File: src/rtl/int_divider_pkg.sv
// Shared types for the integer divider: op codes, FSM phases, result bundle
// and the small helpers that classify an op code.
package int_divider_pkg;

    localparam int DIVIDER_WIDTH      = 32;
    localparam int DIVIDER_ITERATIONS = DIVIDER_WIDTH;

    typedef enum logic [1:0] {
        DC_DIV  = 2'd0,
        DC_DIVU = 2'd1,
        DC_REM  = 2'd2,
        DC_REMU = 2'd3
    } int_div_code_e;

    typedef enum logic [1:0] {
        PHASE_IDLE = 2'd0,
        PHASE_CALC = 2'd1,
        PHASE_FIX  = 2'd2,
        PHASE_DONE = 2'd3
    } int_divider_phase_e;

    typedef struct packed {
        logic [DIVIDER_WIDTH-1:0] quotient;
        logic [DIVIDER_WIDTH-1:0] remainder;
    } divider_result_t;

    function automatic logic is_signed_op(input int_div_code_e op);
        return (op == DC_DIV) || (op == DC_REM);
    endfunction

    function automatic logic selects_quotient(input int_div_code_e op);
        return (op == DC_DIV) || (op == DC_DIVU);
    endfunction

endpackage

File: src/rtl/int_divider_step.sv
// One radix-2 restoring step: shift {rem, quo} left and conditionally
// subtract the divisor, producing one quotient bit.
module int_divider_step #(
    parameter int WIDTH = 32
) (
    input  logic [WIDTH-1:0] rem,
    input  logic [WIDTH-1:0] quo,
    input  logic [WIDTH-1:0] divisor,
    output logic [WIDTH-1:0] nextRem,
    output logic [WIDTH-1:0] nextQuo
);

    logic [WIDTH:0] shifted_rem;
    logic [WIDTH:0] trial;

    // The extra top bit keeps the shifted remainder exact for divisors >= 2^(WIDTH-1).
    assign shifted_rem = {rem, quo[WIDTH-1]};
    assign trial       = shifted_rem - {1'b0, divisor};

    assign nextRem = trial[WIDTH] ? shifted_rem[WIDTH-1:0] : trial[WIDTH-1:0];
    assign nextQuo = {quo[WIDTH-2:0], ~trial[WIDTH]};

endmodule

File: src/rtl/int_divider.sv
// Multi-cycle RISC-V M-extension divider (DIV/DIVU/REM/REMU), radix-2
// restoring, one quotient bit per cycle behind a start/busy/finished handshake.
module int_divider
    import int_divider_pkg::*;
#(
    parameter int DATA_WIDTH = DIVIDER_WIDTH,
    parameter int ITERATIONS = DIVIDER_ITERATIONS
) (
    input  logic                  clk,
    input  logic                  rst_n,
    input  logic                  start,
    input  logic                  flush,
    input  logic [1:0]            code,
    input  logic [DATA_WIDTH-1:0] srcA,
    input  logic [DATA_WIDTH-1:0] srcB,
    output logic                  busy,
    output logic                  finished,
    output logic [DATA_WIDTH-1:0] dataOut
);

    localparam int CNT_W = $clog2(ITERATIONS + 1);
    localparam logic [CNT_W-1:0] LAST_COUNT = CNT_W'(ITERATIONS - 1);
    localparam logic [DATA_WIDTH-1:0] MIN_VALUE = {1'b1, {(DATA_WIDTH-1){1'b0}}};

    int_divider_phase_e    state_reg, state_next;
    int_div_code_e         code_reg, code_next;
    logic [DATA_WIDTH-1:0] quo_reg, quo_next;
    logic [DATA_WIDTH-1:0] rem_reg, rem_next;
    logic [DATA_WIDTH-1:0] divisor_reg, divisor_next;
    logic [DATA_WIDTH-1:0] result_reg, result_next;
    logic [CNT_W-1:0]      count_reg, count_next;
    logic                  q_sign_reg, q_sign_next;
    logic                  r_sign_reg, r_sign_next;

    // Operand conditioning on the request side
    int_div_code_e         code_in;
    logic                  in_signed;
    logic                  a_neg;
    logic                  b_neg;
    logic [DATA_WIDTH-1:0] abs_a;
    logic [DATA_WIDTH-1:0] abs_b;
    logic                  div_zero;
    logic                  overflow;
    logic [DATA_WIDTH-1:0] special_result;
    logic                  accepting;

    assign code_in   = int_div_code_e'(code);
    assign in_signed = is_signed_op(code_in);
    assign a_neg     = in_signed & srcA[DATA_WIDTH-1];
    assign b_neg     = in_signed & srcB[DATA_WIDTH-1];
    assign abs_a     = a_neg ? (~srcA + 1'b1) : srcA;
    assign abs_b     = b_neg ? (~srcB + 1'b1) : srcB;
    assign div_zero  = (srcB == '0);
    assign overflow  = in_signed && (srcA == MIN_VALUE) && (srcB == '1);
    assign accepting = start && ((state_reg == PHASE_IDLE) || (state_reg == PHASE_DONE));

    // Divide-by-zero takes precedence; it returns the raw dividend as remainder.
    always_comb begin
        special_result = '0;
        if (div_zero) begin
            special_result = selects_quotient(code_in) ? '1 : srcA;
        end else begin
            special_result = selects_quotient(code_in) ? MIN_VALUE : '0;
        end
    end

    logic [DATA_WIDTH-1:0] step_rem;
    logic [DATA_WIDTH-1:0] step_quo;

    int_divider_step #(
        .WIDTH (DATA_WIDTH)
    ) u_step (
        .rem     (rem_reg),
        .quo     (quo_reg),
        .divisor (divisor_reg),
        .nextRem (step_rem),
        .nextQuo (step_quo)
    );

    // Sign correction applied in FIX
    divider_result_t fixed;
    always_comb begin
        fixed.quotient  = (is_signed_op(code_reg) && q_sign_reg) ? (~quo_reg + 1'b1) : quo_reg;
        fixed.remainder = (is_signed_op(code_reg) && r_sign_reg) ? (~rem_reg + 1'b1) : rem_reg;
    end

    always_comb begin
        state_next   = state_reg;
        code_next    = code_reg;
        quo_next     = quo_reg;
        rem_next     = rem_reg;
        divisor_next = divisor_reg;
        result_next  = result_reg;
        count_next   = count_reg;
        q_sign_next  = q_sign_reg;
        r_sign_next  = r_sign_reg;

        if (flush) begin
            state_next = PHASE_IDLE;
        end else begin
            case (state_reg)
                PHASE_IDLE, PHASE_DONE: begin
                    if (accepting) begin
                        code_next    = code_in;
                        quo_next     = abs_a;
                        divisor_next = abs_b;
                        rem_next     = '0;
                        count_next   = '0;
                        q_sign_next  = a_neg ^ b_neg;
                        r_sign_next  = a_neg;
                        if (div_zero || overflow) begin
                            result_next = special_result;
                            state_next  = PHASE_DONE;
                        end else begin
                            state_next  = PHASE_CALC;
                        end
                    end
                end
                PHASE_CALC: begin
                    rem_next   = step_rem;
                    quo_next   = step_quo;
                    count_next = count_reg + CNT_W'(1);
                    if (count_reg == LAST_COUNT) begin
                        state_next = PHASE_FIX;
                    end
                end
                PHASE_FIX: begin
                    result_next = selects_quotient(code_reg) ? fixed.quotient : fixed.remainder;
                    state_next  = PHASE_DONE;
                end
                default: state_next = PHASE_IDLE;
            endcase
        end
    end

    always_ff @(posedge clk or negedge rst_n) begin
        if (!rst_n) begin
            state_reg   <= PHASE_IDLE;
            code_reg    <= DC_DIV;
            quo_reg     <= '0;
            rem_reg     <= '0;
            divisor_reg <= '0;
            result_reg  <= '0;
            count_reg   <= '0;
            q_sign_reg  <= 1'b0;
            r_sign_reg  <= 1'b0;
        end else begin
            state_reg   <= state_next;
            code_reg    <= code_next;
            quo_reg     <= quo_next;
            rem_reg     <= rem_next;
            divisor_reg <= divisor_next;
            result_reg  <= result_next;
            count_reg   <= count_next;
            q_sign_reg  <= q_sign_next;
            r_sign_reg  <= r_sign_next;
        end
    end

    assign busy     = (state_reg == PHASE_CALC) || (state_reg == PHASE_FIX);
    assign finished = (state_reg == PHASE_DONE);
    assign dataOut  = result_reg;

endmodule

File: config.mk
export PLATFORM = sky130hd
export DESIGN_NAME = int_divider
export DESIGN_NICKNAME = d
export VERILOG_FILES = /design/src/rtl/int_divider_pkg.sv /design/src/rtl/int_divider_step.sv /design/src/rtl/int_divider.sv
export SDC_FILE = /design/constraint.sdc
export NUM_CORES = 1
export LEC_CHECK = 0
export ABC_CLOCK_PERIOD_IN_PS = 4500
export CAP_MARGIN = 40
export CORE_UTILIZATION = 33
export DETAILED_ROUTE_END_ITERATION = 10
export GPL_TIMING_DRIVEN = 0
export PLACE_DENSITY = 0.49
export SLEW_MARGIN = 10
export SYNTH_ARGS = -nofsm -noshare
export SYNTH_HDL_FRONTEND = slang
export SYNTH_HIERARCHICAL = 1
export SYNTH_SLANG_ARGS = --single-unit
File: constraint.sdc
create_clock -name clk -period 4.5 [get_ports clk]
set_input_delay 1.35 -clock clk [delete_from_list [all_inputs] [get_ports clk]]
set_output_delay 1.35 -clock clk [all_outputs]
set_load 0.02 [all_outputs]
==> results of run 1 <==
[layout make-up]
cell class / instances / share of cell area [%]
multi-input combinational: 1178 / 53.3
sequential: 140 / 24.2
timing repair buffer: 112 / 7.82
buffer: 115 / 4.67
tap: 461 / 3.98
clock buffer: 19 / 3.12
inverter: 62 / 1.66
clock inverter: 11 / 1.33
antenna: 1 / 0.0173
[critical path, cell delays in order]
cell	delay (ns)
clkdlybuf4s50_1	0.51
or4_4	0.61
or4_4	0.48
nor4_4	0.36
buf_6	0.23
nor2_1	0.14
a2111oi_0	0.86
mux2_1	0.25
[power by group through the flow]
stage	Combinational, mW	Clock [mW]	Sequential (mW)
finish	8.40	1.63	2.65
global route	9.15	1.71	2.73
floorplan	6.06	0	2.45
detailed placement	8.30	0	2.65
global placement	8.18	0	2.65
CTS	8.34	1.65	2.64
[final timing paths]
path | end | from | slack [ns]
min in group asynchronous | rem_reg[9]$_DFFE_PN0P_ | rst_n | 0.88
max in group asynchronous | quo_reg[28]$_DFFE_PN0P_ | rst_n | 2.85
max | dataOut[24]$_DFFE_PN0P_ | srcB[14] | 0.08
min reg2reg | divisor_reg[25]$_DFFE_PN0P_ | divisor_reg[25]$_DFFE_PN0P_ | 0.49
max reg2reg | rem_reg[26]$_DFFE_PN0P_ | quo_reg[31]$_DFFE_PN0P_ | 0.22
min | divisor_reg[25]$_DFFE_PN0P_ | divisor_reg[25]$_DFFE_PN0P_ | 0.49
[stage by stage]
stage                     hold slack, ns  setup slack (ns)
final                              0.486            0.0794
after global routing               0.510            0.0216
after CTS                          0.488            0.0144
after detailed placement           0.475            -0.484
after global placement             0.463             -4.43
after floorplan                    0.450             0.673
[cells in the mapped netlist, types with 12 or more instances]
master,n
a21oi_1,81
buf_4,34
nor4_1,25
dfrtp_1,140
a41oi_1,18
mux2_4,29
o21ai_0,143
xnor2_1,65
and3_1,12
nand2b_1,16
nand4_1,17
nor2_1,85
or4_1,15
nand3_1,32
or3_1,20
inv_1,61
nand2_1,201
clkbuf_1,66
a21o_1,20
mux2i_1,25
ha_1,41
o31ai_1,15
xor2_1,56
a31oi_1,39
nor3_1,56
[routing by layer]
layer  vias up  wire length, µm  track usage [%]
li1       5672                -                -
met1      5712            21700             34.5
met2       353            20000             37.4
met3        49             2410             3.43
met4         0              983             6.93
met5         -                0                0
[logic make-up (layout without fill, tap and decap cells)]
| family | Yosys count | after routing | share of synthesized area, % |
|---|---|---|---|
| flip-flops | 140 | 140 | 28.9 |
| XOR/XNOR | 121 | 121 | 8.74 |
| AO/OA/AOI/OAI | 419 | 419 | 21.9 |
| buffers and inverters | 178 | 319 | 7.59 |
| other | 0 | 1 | 0 |
| adder cells (fa/ha/maj) | 42 | 42 | 4.39 |
| AND/OR/NAND/NOR | 530 | 530 | 21.6 |
| multiplexers | 66 | 66 | 6.86 |
[what timing repair did]
action                                  in CTS  in global routing
endpoints found under the hold margin        0                  0
resized for setup                            1                  1
endpoints found under the setup margin       1                 25
==> results_dict.tcl, run 1 <==
set metrics [dict create \
    worst-slew-pin-transition_ns 1.02 \
    post-cts-setup-buffers 0 \
    synth_top_cell_area_share_pct 28.9 \
    required_ns 4.87 \
    row_count 69 \
    cts_buffers 17 \
    syn-num-nets 1608 \
    routed_wl_um 45100 \
    min_period_ns 4.42 \
    cts_buffer_depth 2 \
    yosys_warnings 6 \
    die_height_um 194 \
    antenna_found_initial 1 \
    dpl_cell_area_um2 13900 \
    port_buffers 103 \
    power.switching_mw 6.17 \
    place_inst 2069 \
    cp_max_fo 9 \
    seq_area_um2 3500 \
    synth_area_leaders "dfrtp_1 (29%), nand2_1 (6.2%), o21ai_0 (5.9%)" \
    synth_area_per_cell_um2 8.11 \
    synthArstFlopShare_pct 100 \
    status "finished, final reports clean" \
    total_power_mw 12.7 \
    cp.arrival_ns 4.80 \
    area_delta_synth_final_pct 19.6 \
    synth_top_flop_cell "dfrtp_1" \
    hold_depth 2 \
    grt_pass1_vias 11200 \
    final_cell_mix "nand2_1 (201), o21ai_0 (143), dfrtp_1 (140)" \
    ys_ff_latch 140 \
    rsz0062_at_grt "no" \
    cts_sinks 140 \
    vdd_drop_max_uv 488 \
    grt_max_degree 81 \
    max_slew_margin_pct 30.1 \
    fmax_mhz 226 \
    synth_edf_count 0 \
    drive_gt1_share_pct 9.53 \
    final_cell_area_um2 14500 \
    start_util_pct 33.9 \
    ys_types 89 \
    layoutNonFillerInstCount 2099 \
    crit_path_end_kind "register" \
    drv_cap 0 \
    synth_top_cell_by_area "dfrtp_1" \
    dp_hpwl_um 34900 \
    power_density_nw_per_um2 874 \
    cts_max_level 4 \
    fill_cells 3647 \
    critical_path_class "input pin to register" \
    combPwrFrac_pct 66.3 \
    drc 0 \
    clk_latency_ns 0.45 \
    nets 1738 \
    drt-initial-drc-count 862 \
    finalSetupViolCount 0 \
    synthesis.area_um2 12100 \
    hold_class "register to register" \
    drv_slew 0 \
    clkPwrFrac_pct 12.8 \
    ctsHoldBuffers 0 \
    p_int_mw 6.50 \
    grt_pass1_wl_um 69400 \
    cts_tree "yes" \
    path_clk_slew_ns 0.06 \
    fin_setup_tns_ns 0 \
    final-hold-violation-count 0 \
    period_share_pct 98.2 \
    yosysSeqAreaShare_pct 28.9 \
    pwr-share-seq_pct 20.9 \
    syn-instance-count 1496 \
    critPathLaunchType "input pin" \
    vias 11800 \
    coreArea_um2 35800 \
    final_antenna_net_count 0 \
    final_core_util_pct 40.5 \
    switching_share_pct 48.7 \
    die_area_um2 37500 \
    place.gp.congestion 0.901 \
    drtPass1Iterations 5 \
    cts-root-buf "clkbuf_16" \
    multiInputGateArea_um2 7720 \
    power.leakage_nw 5.99 \
    io_pins 104 \
    wl_per_cell_um 21.5 \
    grt_use_total_pct 24.1 \
    fp.dieW_um 194 \
    grt_overflow 0 \
    vias_per_cell 5.62 \
    fin_skew_ns 0.0156 \
    mostFrequentLayoutCell "nand2_1" \
    reg2reg_depth 17 \
]
Power figures use the tool's default switching activity.
==> run 2: changes to the inputs <==
- SLEW_MARGIN: 10 -> not set
==> run 2 against run 1 <==
Wire length is 0.15% higher. First-iteration DRC count increased by 18%. Final cell count barely moved. Cell area down 0.16%. Sequential power about the same. Clock power shrank 4%. Core utilization fell by 0.066 points. Flip-flop and latch count did not move. Non-clock buffer count did not move. Clock-buffer cell count decreased by 1. Clock skew is 0.0015 ns lower. Sequential share of layout area hardly changed. Largest power group unchanged.
==> results_dict.tcl, run 2 (synthesis gave the netlist of run 1 again) <==
set metrics [dict create \
    grt_pass1_vias 11100 \
    timing.hold.ws_ns 0.485 \
    grt_use_total_pct 24.1 \
    drive_gt1_share_pct 9.52 \
    wl_per_cell_um 21.5 \
    power.switching_mw 6.20 \
    cts-root-buf "clkbuf_16" \
    period_share_pct 97.7 \
    nets 1738 \
    die_height_um 194 \
    fill_cells 3681 \
    dpl_cell_area_um2 13900 \
    drv_cap 0 \
    cts_buffer_depth 2 \
    vdd_drop_max_uv 550 \
    cts_sinks 140 \
    status "finished, final reports clean" \
    drc 0 \
    port_buffers 103 \
    n_antenna_cell 0 \
    place_ws_ns -0.486 \
    drv_slew 0 \
    area_delta_synth_final_pct 19.4 \
    row_count 69 \
    post-cts-setup-buffers 0 \
    power_density_nw_per_um2 871 \
    final_cell_area_um2 14500 \
    clkPwrFrac_pct 12.4 \
    routed_wl_um 45200 \
    dp_hpwl_um 34900 \
    cts_buffers 17 \
    cts_tree "yes" \
    fp.dieW_um 194 \
    min_period_ns 4.39 \
    drt-initial-drc-count 1015 \
    start_util_pct 33.9 \
    rsz0062_at_grt "no" \
    fmax_mhz 228 \
    final_antenna_net_count 0 \
    die_area_um2 37500 \
    critical_path_class "input pin to register" \
    path_clk_slew_ns 0.07 \
    vias 11800 \
    clk_latency_ns 0.45 \
    io_pins 104 \
    layoutNonFillerInstCount 2100 \
    worst-slew-pin-transition_ns 0.973 \
    place.gp.congestion 0.901 \
    hold_class "register to register" \
    switching_share_pct 49.1 \
    coreArea_um2 35800 \
    mostFrequentLayoutCell "nand2_1" \
    p_int_mw 6.42 \
    cts_max_level 4 \
    antenna_found_initial 0 \
    total_power_mw 12.6 \
    grt_overflow 0 \
    crit_path_end_kind "register" \
    power.leakage_nw 5.98 \
    vias_per_cell 5.63 \
    final-hold-violation-count 0 \
    drtPass1Iterations 6 \
    max_slew_margin_pct 33.4 \
    cp.arrival_ns 4.73 \
    place_inst 2069 \
    finalSetupViolCount 0 \
    fin_skew_ns 0.0141 \
    ctsHoldBuffers 0 \
    combPwrFrac_pct 66.6 \
    pwr-share-seq_pct 21.0 \
    grt_max_degree 105 \
    grt_pass1_wl_um 69400 \
    cp_max_fo 10 \
    final_cell_mix "nand2_1 (201), o21ai_0 (143), dfrtp_1 (140)" \
    required_ns 4.83 \
    setup_slack_ns 0.106 \
    critPathLaunchType "input pin" \
]
-- run 2: cell count changes in the layout (fill, tap and decap cells not counted), sizes merged --
cell           delta
inv               +2
clkdlybuf4s18     +1
clkbuf            -1
buf               -1
clkinv            +2
diode             -1
bufinv            -1
-- run 2: final timing paths --
kind / from / endpoint / slack, ns / cells past startpoint
max reg2reg: quo_reg[31]$_DFFE_PN0P_ / rem_reg[26]$_DFFE_PN0P_ / 0.24 / 17
max: srcA[16] / dataOut[26]$_DFFE_PN0P_ / 0.11 / 9
max in group asynchronous: rst_n / quo_reg[31]$_DFFE_PN0P_ / 2.79 / 2
min reg2reg: divisor_reg[19]$_DFFE_PN0P_ / divisor_reg[19]$_DFFE_PN0P_ / 0.48 / 2
min in group asynchronous: rst_n / rem_reg[10]$_DFFE_PN0P_ / 0.77 / 1
min: divisor_reg[19]$_DFFE_PN0P_ / divisor_reg[19]$_DFFE_PN0P_ / 0.48 / 2
-- run 2: timing repair --
| action | in CTS | in global routing |
|---|---|---|
| resized for setup | 1 | 1 |
| hold endpoints to repair | 0 | 0 |
| endpoints found under the setup margin | 1 | 25 |
-- run 2: area by class of cell --
| class | instances | area, µm² | area share (%) |
|---|---|---|---|
| clock buffer | 18 | 429 | 2.96 |
| sequential | 140 | 3500 | 24.2 |
| timing repair buffer | 112 | 1140 | 7.89 |
| buffer | 115 | 677 | 4.67 |
| multi-input combinational | 1178 | 7720 | 53.3 |
| tap | 461 | 577 | 3.98 |
| clock inverter | 14 | 194 | 1.34 |
| inverter | 62 | 240 | 1.66 |
-- run 2: power by group through the flow --
stage	Clock (mW)	Combinational (mW)	Sequential, mW
6_report	1.57	8.40	2.65
5_1_grt	1.64	9.14	2.73
4_1_cts	1.59	8.35	2.63
3_5_place_dp	0	8.31	2.65
3_3_place_gp	0	8.18	2.65
2_1_floorplan	0	6.06	2.45
-- run 2: through the flow --
step	setup TNS (ns)	utilization [%]
after detailed placement	-9.23	38.7
after global routing	0	40.4
after global placement	-649.07	38.3
final	0	40.4
after CTS	0	40.4
after floorplan	0	-
-- run 2: layer usage --
layer / share of wire (%) / global-route usage [%] / vias up
li1: - / - / 5664
met1: 48 / 34.5 / 5731
met2: 44 / 37.0 / 377
met3: 5.7 / 3.13 / 56
met4: 2.5 / 8.39 / 0
met5: 0 / 0 / -
-- run 2: critical path, stage by stage --
cell and delay (ns):
clkdlybuf4s50_1 0.51, or4_1 0.64, nor4_1 0.73, nand4_1 0.28
nor4_2 0.38, or2_1 0.18, buf_6 0.14, buf_6 0.18
mux2_1 0.34
